$ cat config.mk
export PLATFORM = sky130hd
export DESIGN_NAME = buffer_arbiter
export DESIGN_NICKNAME = d
export VERILOG_FILES = /design/src/rtl/buffer_arbiter.sv
export SDC_FILE = /design/constraint.sdc
export NUM_CORES = 1
export LEC_CHECK = 0
export CORE_MARGIN = 3
export CORE_UTILIZATION = 45
export CTS_CLUSTER_DIAMETER = 120
export DETAILED_ROUTE_END_ITERATION = 8
export PLACE_DENSITY = 0.82
export SETUP_SLACK_MARGIN = 0.2
export SYNTH_ARGS = -nofsm -noshare
export SYNTH_HDL_FRONTEND = slang
export SYNTH_SLANG_ARGS = --single-unit
$ cat constraint.sdc
create_clock -name i_clk -period 4.2 [get_ports i_clk]
set_clock_uncertainty 0.1 [all_clocks]
set_input_delay 0.84 -clock i_clk [delete_from_list [all_inputs] [get_ports i_clk]]
set_output_delay 0.84 -clock i_clk [all_outputs]
set_load 0.02 [all_outputs]
$ cat src/rtl/buffer_arbiter.sv
// buffer_arbiter: two-requester arbiter in front of a shared 8-bit push/pop
// buffer (stack or queue). It sequences the buffer strobes, mode selects and
// synchronous reset. It also tracks occupancy, because the buffer has no status
// outputs.
// Build option: define ARB_FIXED_PRIO_EN to make A win every tie. The default
// build uses round-robin with a last-grant pointer.
module buffer_arbiter #(
  parameter int DEPTH = 7,
  parameter int DW    = 8,
  parameter int CW    = 4
) (
  input  logic          i_clk,
  input  logic          i_rst_n,
  input  logic          i_mode,
  input  logic          i_flush,
  input  logic          i_req_a,
  input  logic          i_req_b,
  input  logic          i_op_a,
  input  logic          i_op_b,
  input  logic [DW-1:0] i_din_a,
  input  logic [DW-1:0] i_din_b,
  output logic          o_ack_a,
  output logic          o_ack_b,
  output logic          o_err,
  output logic [DW-1:0] o_dout,
  output logic [CW-1:0] o_count,
  output logic          o_full,
  output logic          o_empty,
  output logic          o_buf_rst,
  output logic          o_buf_wrn,
  output logic          o_buf_ren,
  output logic          o_buf_lifo,
  output logic          o_buf_fifo,
  output logic [DW-1:0] o_buf_in,
  input  logic [DW-1:0] i_buf_out
);

  localparam logic [CW-1:0] LP_DEPTH = CW'(DEPTH);

  typedef enum logic [2:0] {S_FLUSH, S_IDLE, S_ISSUE, S_CAPT, S_DONE} state_t;

  state_t        r_state;
  logic          r_op;      // 1 = read
  logic          r_gnt_b;   // 1 = B holds the current grant
  logic          r_ack_a;
  logic          r_ack_b;
  logic          r_err;
  logic          r_lifo;    // active buffer mode
  logic [DW-1:0] r_dout;
  logic [DW-1:0] r_buf_in;
  logic [CW-1:0] r_count;

  logic          w_win_b;
  logic          w_op;
  logic          w_full;
  logic          w_empty;
  logic          w_reject;

`ifdef ARB_FIXED_PRIO_EN
  // A always wins a tie.
  assign w_win_b = i_req_b & ~i_req_a;
`else
  logic r_last_b;   // last grant went to B; the reset value lets A win the first tie

  // On a tie, grant the requester that was not granted last.
  assign w_win_b = i_req_b & (~i_req_a | ~r_last_b);

  // Move the last-grant pointer on every acknowledge, including errors.
  always_ff @(posedge i_clk or negedge i_rst_n) begin
    if (!i_rst_n)                r_last_b <= 1'b1;
    else if (r_state == S_DONE)  r_last_b <= r_gnt_b;
  end
`endif

  assign w_op     = w_win_b ? i_op_b : i_op_a;
  assign w_full   = (r_count == LP_DEPTH);
  assign w_empty  = (r_count == '0);
  assign w_reject = w_op ? w_empty : w_full;

  // Main sequencer. ACK and ERR are registered and are set on the edge that
  // enters DONE, so they are high exactly during the DONE cycle.
  always_ff @(posedge i_clk or negedge i_rst_n) begin
    if (!i_rst_n) begin
      r_state  <= S_FLUSH;
      r_op     <= 1'b0;
      r_gnt_b  <= 1'b0;
      r_ack_a  <= 1'b0;
      r_ack_b  <= 1'b0;
      r_err    <= 1'b0;
      r_lifo   <= 1'b0;
      r_dout   <= '0;
      r_buf_in <= '0;
      r_count  <= '0;
    end else begin
      r_ack_a <= 1'b0;
      r_ack_b <= 1'b0;
      r_err   <= 1'b0;
      case (r_state)
        S_FLUSH: begin
          r_count <= '0;
          r_lifo  <= i_mode;
          r_state <= S_IDLE;
        end
        S_IDLE: begin
          // A mode change waits until the buffer is empty, so the stored data
          // is never reinterpreted in the other mode.
          if (w_empty) r_lifo <= i_mode;
          if (i_flush) begin
            r_state <= S_FLUSH;
          end else if (i_req_a | i_req_b) begin
            r_gnt_b  <= w_win_b;
            r_op     <= w_op;
            r_buf_in <= w_win_b ? i_din_b : i_din_a;
            if (w_reject) begin
              r_state <= S_DONE;
              r_ack_a <= ~w_win_b;
              r_ack_b <= w_win_b;
              r_err   <= 1'b1;
            end else begin
              r_state <= S_ISSUE;
            end
          end
        end
        S_ISSUE: begin
          if (r_op) begin
            r_count <= r_count - 1'b1;
            r_state <= S_CAPT;
          end else begin
            r_count <= r_count + 1'b1;
            r_state <= S_DONE;
            r_ack_a <= ~r_gnt_b;
            r_ack_b <= r_gnt_b;
          end
        end
        S_CAPT: begin
          r_dout  <= i_buf_out;
          r_state <= S_DONE;
          r_ack_a <= ~r_gnt_b;
          r_ack_b <= r_gnt_b;
        end
        S_DONE:  r_state <= S_IDLE;
        default: r_state <= S_FLUSH;
      endcase
    end
  end

  // The strobes are decoded from the state, so at most one can be high.
  assign o_buf_rst  = (r_state == S_FLUSH);
  assign o_buf_wrn  = (r_state == S_ISSUE) & ~r_op;
  assign o_buf_ren  = (r_state == S_ISSUE) &  r_op;
  assign o_buf_lifo = r_lifo;
  assign o_buf_fifo = ~r_lifo;
  assign o_buf_in   = r_buf_in;

  assign o_ack_a    = r_ack_a;
  assign o_ack_b    = r_ack_b;
  assign o_err      = r_err;
  assign o_dout     = r_dout;
  assign o_count    = r_count;
  assign o_full     = w_full;
  assign o_empty    = w_empty;

endmodule
==> flow_summary_export.csv, run 1 <==
group,metric,value,unit
run_status,status,"finished clean",
worst_setup_path,critPathLaunch,"o_count[0]",
clocking,htree_num_levels,2,
global_route,antenna_found_initial,0,
floorplan,dieArea,0.00426,sq mm
sta,rsz0062_at_grt,"no",
yosys,syn-num-nets,180,
global_route,grt_max_degree,24,
detailed_routing,wl_per_cell,14.3,microns
min_path,hp-class,"register to register",
power_and_ir_drop,leakage,0.944,nW
place,dp_slack,1.49,ns
floorplan,die_h,65.2,microns
finish,final_util,70.4,%
floorplan,ios,62,
detailed_routing,drt.antenna.violating_nets,0,
detailed_routing,vias,1321,
place,io_buffers,61,
yosys,synth_cell_type_count,42,
global_route,grtUsageTotal,18.4,%
clocking,clkTransAtPathRegs,0.09,ns
yosys,ys_warn_count,0,
worst_setup_path,r2r-start,"r_state[1]",
finish,final_layout_size_suffix_gt1_share,17.8,%
clocking,clock-sinks,30,
power_and_ir_drop,power_density,702,mW/mm^2
sta,maxSlewHeadroom,29.5,%
worst_setup_path,regToRegSetupSlack,2.27,ns
clocking,ctsResizeCount,0,
yosys,yosysSeqAreaShare,47.6,%
finish,design_area,0.00225,sq mm
sta,finalCriticalPeriod,3.05,ns
clocking,cts_root_buffer,"clkbuf_4",
worst_setup_path,rr_endpoint,"o_ack_a",
finish,fillers,264,
global_route,grt_pass1_vias,1317,
worst_setup_path,crit_path_end,"o_empty",
finish,fin_cells,252,
worst_setup_path,cp-end-kind,"primary output",
sta,worst_slack,1.15,ns
detailed_routing,first_pass_iters,4,
finish,diodes,0,
sta,min_period_over_period,72.7,%
floorplan,initial_utilization,49.3,%
floorplan,die_w,65.2,microns
sta,setup_viol,0,
yosys,synth_area,0.00158,sq mm
detailed_routing,drcViolationCount,0,
worst_setup_path,crit_required,3.26,ns
worst_setup_path,worst_r2r_path_depth,4,
detailed_routing,drt-vias-per-instance,5.24,
sta,tightestPinTransition,1.05,ns
detailed_routing,postRouteWirelength,3.62,mm
sta,finalHoldWorstSlack,0.356,ns
place,placed_cell_area,0.00219,sq mm
global_route,grt-ovfl-total,0,
finish,regArea,752,sq um
worst_setup_path,worstSetupPathType,"register to primary output",
finish,fin_nets,242,
sta,fmax,328,MHz
job,max-cap-violations,0,
place,place_hpwl,2.81,mm
worst_setup_path,arrival,2.11,ns
global_route,grt_pass1_wl,6.08,mm
clocking,cts_buffers,5,
yosys,syn_inst,145,
place,place_inst,244,
floorplan,core_area,0.00320,sq mm
detailed_routing,drt_iter0_markers,42,
clocking,cts_tree,"done",
clocking,cts.path.max_buffers,2,
clocking,ctsHoldBuffers,0,
yosys,ys_seq_elements,30,
yosys,avgSynthCellArea,10.9,sq um
sta,final_hold_viol_count,0,
sta,slew_violations,0,
power_and_ir_drop,finalPower,1.58,mW
power_and_ir_drop,ir_drop,0.347,mV
finish,multi_input_area,746,sq um
place,place_congestion,0.878,
worst_setup_path,start_kind,"register",
clocking,worstSkewPairLatency,0.31,ns
floorplan,row_count,20,
worst_setup_path,worst-path-max-fanout,8,
finish,area_growth,42.7,%
sta,tns,0,ns
clocking,cts_setup_buffers,0,
## Yosys cell counts
cell	n	area [sq um]
dfrtp_1	29	726
nor2_1	17	63.8
nand2_1	11	41.3
mux2i_1	10	100
a21oi_2	9	78.8
mux2_2	8	90.1
o21ai_0	8	40.0
a21oi_1	5	25.0
buf_6	4	45.0
inv_1	4	15.0
nand3_1	4	20.0
nor3_1	3	15.0
buf_2	2	10.0
ha_1	2	25.0
nand2b_1	2	12.5
a211o_1	1	8.76
a211o_2	1	10.0
a211oi_2	1	12.5
a21boi_0	1	7.51
a21boi_1	1	7.51
a21o_1	1	7.51
a31oi_1	1	6.26
and2b_1	1	7.51
and2b_4	1	10.0
and4bb_2	1	12.5
buf_4	1	7.51
clkbuf_1	1	3.75
dfstp_2	1	26.3
fa_1	1	20.0
mux2i_2	1	13.8
nand2_2	1	6.26
nand2b_2	1	8.76
nand3b_1	1	7.51
nor2b_1	1	6.26
nor4b_4	1	23.8
o22a_1	1	8.76
o22ai_1	1	6.26
o32ai_1	1	8.76
or2_2	1	6.26
or4_1	1	7.51
or4_4	1	11.3
xor2_1	1	8.76
## worst min-delay path by stage
stage | start | to | slack, ns | cells after the start
final | r_gnt_b | o_ack_a | 0.36 | 1
after global routing | r_gnt_b | o_ack_a | 0.38 | 1
after CTS | r_gnt_b | o_ack_a | 0.36 | 1
after detailed placement | r_gnt_b | o_ack_a | 0.35 | 1
after global placement | r_gnt_b | o_ack_a | 0.34 | 1
after floorplan | r_gnt_b | o_ack_a | 0.32 | 1
## critical path, stage by stage (launching register included)
cell and delay (ns):
dfrtp_1 0.47, or4_4 0.59, inv_1 0.13, clkdlybuf4s50_1 0.62
## layout by cell type (no fill, tap or decap), types with 2 or more instances in the layout
| cell type | synthesis | layout |
|---|---|---|
| clkdlybuf4s50_1 | 0 | 61 |
| dfrtp_1 | 29 | 29 |
| nor2_1 | 17 | 17 |
| nand2_1 | 11 | 11 |
| mux2i_1 | 10 | 10 |
| a21oi_2 | 9 | 9 |
| o21ai_0 | 8 | 8 |
| mux2_2 | 8 | 8 |
| a21oi_1 | 5 | 5 |
| clkbuf_4 | 0 | 5 |
| nand3_1 | 4 | 4 |
| inv_1 | 4 | 4 |
| nor3_1 | 3 | 3 |
| nand2b_1 | 2 | 2 |
| ha_1 | 2 | 2 |
| buf_4 | 1 | 2 |
## kinds of logic (layout without fill, tap and decap cells)
| group | count (synthesis) | in the layout | share of synthesized area [%] |
|---|---|---|---|
| simple gates | 48 | 48 | 16.5 |
| compound gates | 32 | 32 | 14.4 |
| flops | 30 | 30 | 47.6 |
| mux | 19 | 19 | 12.9 |
| buf+inv | 12 | 75 | 5.15 |
| fa+ha+maj | 3 | 3 | 2.85 |
| xor+xnor | 1 | 1 | 0.555 |
## layout make-up
class                           count  share of cell area (%)
Timing Repair Buffer               63                    27.8
Sequential cell                    30                    33.4
Multi-Input combinational cell    103                    33.1
Inverter                            4                   0.666
Clock inverter                      1                   0.222
Tap cell                           44                    2.44
Clock buffer                        7                    2.44
## flip-flops by register name, indices dropped and copies added (netlist names)
| name | cells |
|---|---|
| o_ack_a | 1 |
| o_err | 1 |
| o_buf_lifo | 1 |
| o_ack_b | 1 |
| r_gnt_b | 1 |
| r_op | 1 |
| o_dout | 8 |
| o_buf_in | 8 |
| r_last_b | 1 |
| r_state | 3 |
| o_count | 4 |
## power breakdown
group          internal, mW  leakage, nW  switching [mW]
clock                0.0811       0.0353          0.0928
combinational         0.434        0.547           0.432
sequential            0.418        0.361           0.125
total                 0.933        0.943           0.649
## metal layers
layer / routed length (microns) / vias to the layer above / share of wire, % / track usage (%)
met5: 0 / - / 0 / 0
met4: 45 / 0 / 1.2 / 6.48
li1: - / 630 / - / -
met2: 1830 / 57 / 50 / 31.0
met3: 343 / 4 / 9.5 / 6.67
met1: 1400 / 630 / 39 / 21.5
(Power assumes the default switching activity.)
==> run 2: changes to the inputs <==
--- a/config.mk
+++ b/config.mk
@@ -6,10 +6,10 @@
 export NUM_CORES = 1
 export LEC_CHECK = 0
 export CORE_MARGIN = 3
-export CORE_UTILIZATION = 45
+export CORE_UTILIZATION = 43
 export CTS_CLUSTER_DIAMETER = 120
 export DETAILED_ROUTE_END_ITERATION = 8
-export PLACE_DENSITY = 0.82
+export PLACE_DENSITY = 0.79
 export SETUP_SLACK_MARGIN = 0.2
 export SYNTH_ARGS = -nofsm -noshare
 export SYNTH_HDL_FRONTEND = slang
==> constraint.sdc (replaced) <==
create_clock -name i_clk -period 3 [get_ports i_clk]
set_clock_uncertainty 0.1 [all_clocks]
set_input_delay 0.6 -clock i_clk [delete_from_list [all_inputs] [get_ports i_clk]]
set_output_delay 0.6 -clock i_clk [all_outputs]
set_load 0.02 [all_outputs]
==> run 2 against run 1 <==
- final cell count is 0.79% higher
- hold slack gained 0.0023 ns
- via count fell by 0.30%
- core utilization decreased by 3.7 points
- worst setup slack got worse by 0.75 ns
- register-to-register slack got worse by 1.2 ns
- critical path depth is 1 lower
- cell area increased by 1.8%
- combinational power grew 40%
- critical path type unchanged
==> flow_summary_export.csv, run 2 (synthesized netlist as in run 1, its figures left out) <==
group,metric,value,unit
run_status,status,"finished clean",
detailed_routing,postRouteWirelength,3.63,mm
finish,final_layout_size_suffix_gt1_share,18.3,%
power_and_ir_drop,pwr-share-seq,33.1,%
floorplan,die_w,66.6,microns
worst_setup_path,worstSetupPathType,"register to primary output",
worst_setup_path,start_kind,"register",
worst_setup_path,arrival,1.90,ns
finish,area_growth,45.2,%
floorplan,ios,62,
detailed_routing,wl_per_cell,14.3,microns
detailed_routing,vias,1317,
worst_setup_path,critPathLaunch,"r_state[1]",
floorplan,core_area,0.00344,sq mm
worst_setup_path,regToRegSetupSlack,1.06,ns
global_route,grt-ovfl-total,0,
floorplan,row_count,21,
clocking,ctsResizeCount,0,
power_and_ir_drop,power_density,1010,mW/mm^2
global_route,grtUsageTotal,17.6,%
global_route,antenna_found_initial,0,
sta,tns,0,ns
power_and_ir_drop,p_sw,0.930,mW
job,max-cap-violations,0,
place,place_congestion,0.867,
power_and_ir_drop,p_sw_share,40.3,%
floorplan,dieArea,0.00444,sq mm
worst_setup_path,r2r-start,"r_state[1]",
finish,final_common_cell,"clkdlybuf4s50_1",
clocking,cts_tree,"done",
finish,fin_nets,242,
sta,min_period_over_period,86.6,%
finish,fillers,283,
clocking,cts_buffers,5,
clocking,clkTransAtPathRegs,0.06,ns
sta,finalCriticalPeriod,2.60,ns
global_route,grt_pass1_wl,5.87,mm
sta,slew_violations,0,
sta,setup_viol,0,
power_and_ir_drop,ir_drop,0.382,mV
floorplan,initial_utilization,45.9,%
power_and_ir_drop,p_clk_share,14.6,%
power_and_ir_drop,combPwrFrac,52.3,%
sta,fmax,385,MHz
finish,final_util,66.6,%
clocking,htree_num_levels,2,
power_and_ir_drop,intPower,1.38,mW
detailed_routing,drcViolationCount,0,
place,place_hpwl,2.76,mm
clocking,cts_setup_buffers,0,
sta,final_hold_viol_count,0,
worst_setup_path,cp-end-kind,"primary output",
place,io_buffers,61,
min_path,hp-start,"r_gnt_b",
clocking,worstSkewPairLatency,0.28,ns
detailed_routing,first_pass_iters,4,
sta,tightestPinTransition,0.465,ns
min_path,hp-class,"register to register",
detailed_routing,drt_iter0_markers,58,
worst_setup_path,crit_required,2.30,ns
sta,maxSlewHeadroom,69.0,%
clocking,cts.path.max_buffers,2,
global_route,grt_max_degree,31,
finish,diodes,0,
clocking,clock-sinks,30,
sta,rsz0062_at_grt,"no",
detailed_routing,drt.antenna.violating_nets,0,
worst_setup_path,worst-path-max-fanout,13,
global_route,grt_pass1_vias,1287,
finish,most-common-layout-cells,"clkdlybuf4s50_1, dfrtp_1, nor2_1, nand2_1, mux2i_1",
floorplan,die_h,66.6,microns
power_and_ir_drop,leakage,0.961,nW
clocking,cts_root_buffer,"clkbuf_8",
clocking,ctsHoldBuffers,0,
detailed_routing,drt-vias-per-instance,5.19,
[run 2: worst paths after layout]
path                               to  depth (start not counted)
min in group asynchronous  o_buf_lifo                          2
max in group asynchronous    r_last_b                          2
max reg2reg                   o_ack_a                          4
min reg2reg                   o_ack_a                          1
min                           o_ack_a                          1
max                         o_buf_ren                          2
[run 2: critical path, stage by stage (launching register included)]
cell,delay [ns]
dfrtp_1,0.63
and4bb_2,0.36
clkdlybuf4s50_1,0.63
[run 2: metrics by stage]
step	worst slack [ns]	total power, mW	hold slack [ns]	instance area, sq um	cells
floorplan	1.02	1.51	0.204	1580	145
global placement	0.573	1.94	0.343	2200	246
detailed placement	0.541	1.98	0.351	2200	246
CTS	0.234	2.33	0.361	2290	254
global route	0.333	2.45	0.376	2290	254
finish	0.401	2.31	0.358	2290	254
[run 2: routing by layer]
layer  routed length, microns  vias up  track usage [%]
li1                         -      626                -
met1                     1490      628             20.4
met2                     1750       59             29.7
met3                      367        4             6.75
met4                       27        0             5.33
met5                        0        -                0
[run 2: cell type report]
type                       instances  area [sq um]  area share [%]
tap                               46          57.6            2.51
timing repair buffer              63           628            27.4
inverter                           4          15.0           0.655
multi-input combinational        103           746            32.5
clock buffer                       6          82.6            3.60
clock inverter                     2          12.5           0.546
sequential                        30           752            32.8
[run 2: power groups by stage]
stage / registers (mW) / clock network, mW / logic (mW)
3_3_place_gp: 0.753 / 0 / 1.19
2_1_floorplan: 0.871 / 0 / 0.634
3_5_place_dp: 0.768 / 0 / 1.21
6_report: 0.763 / 0.337 / 1.21
5_1_grt: 0.786 / 0.362 / 1.31
4_1_cts: 0.761 / 0.347 / 1.22
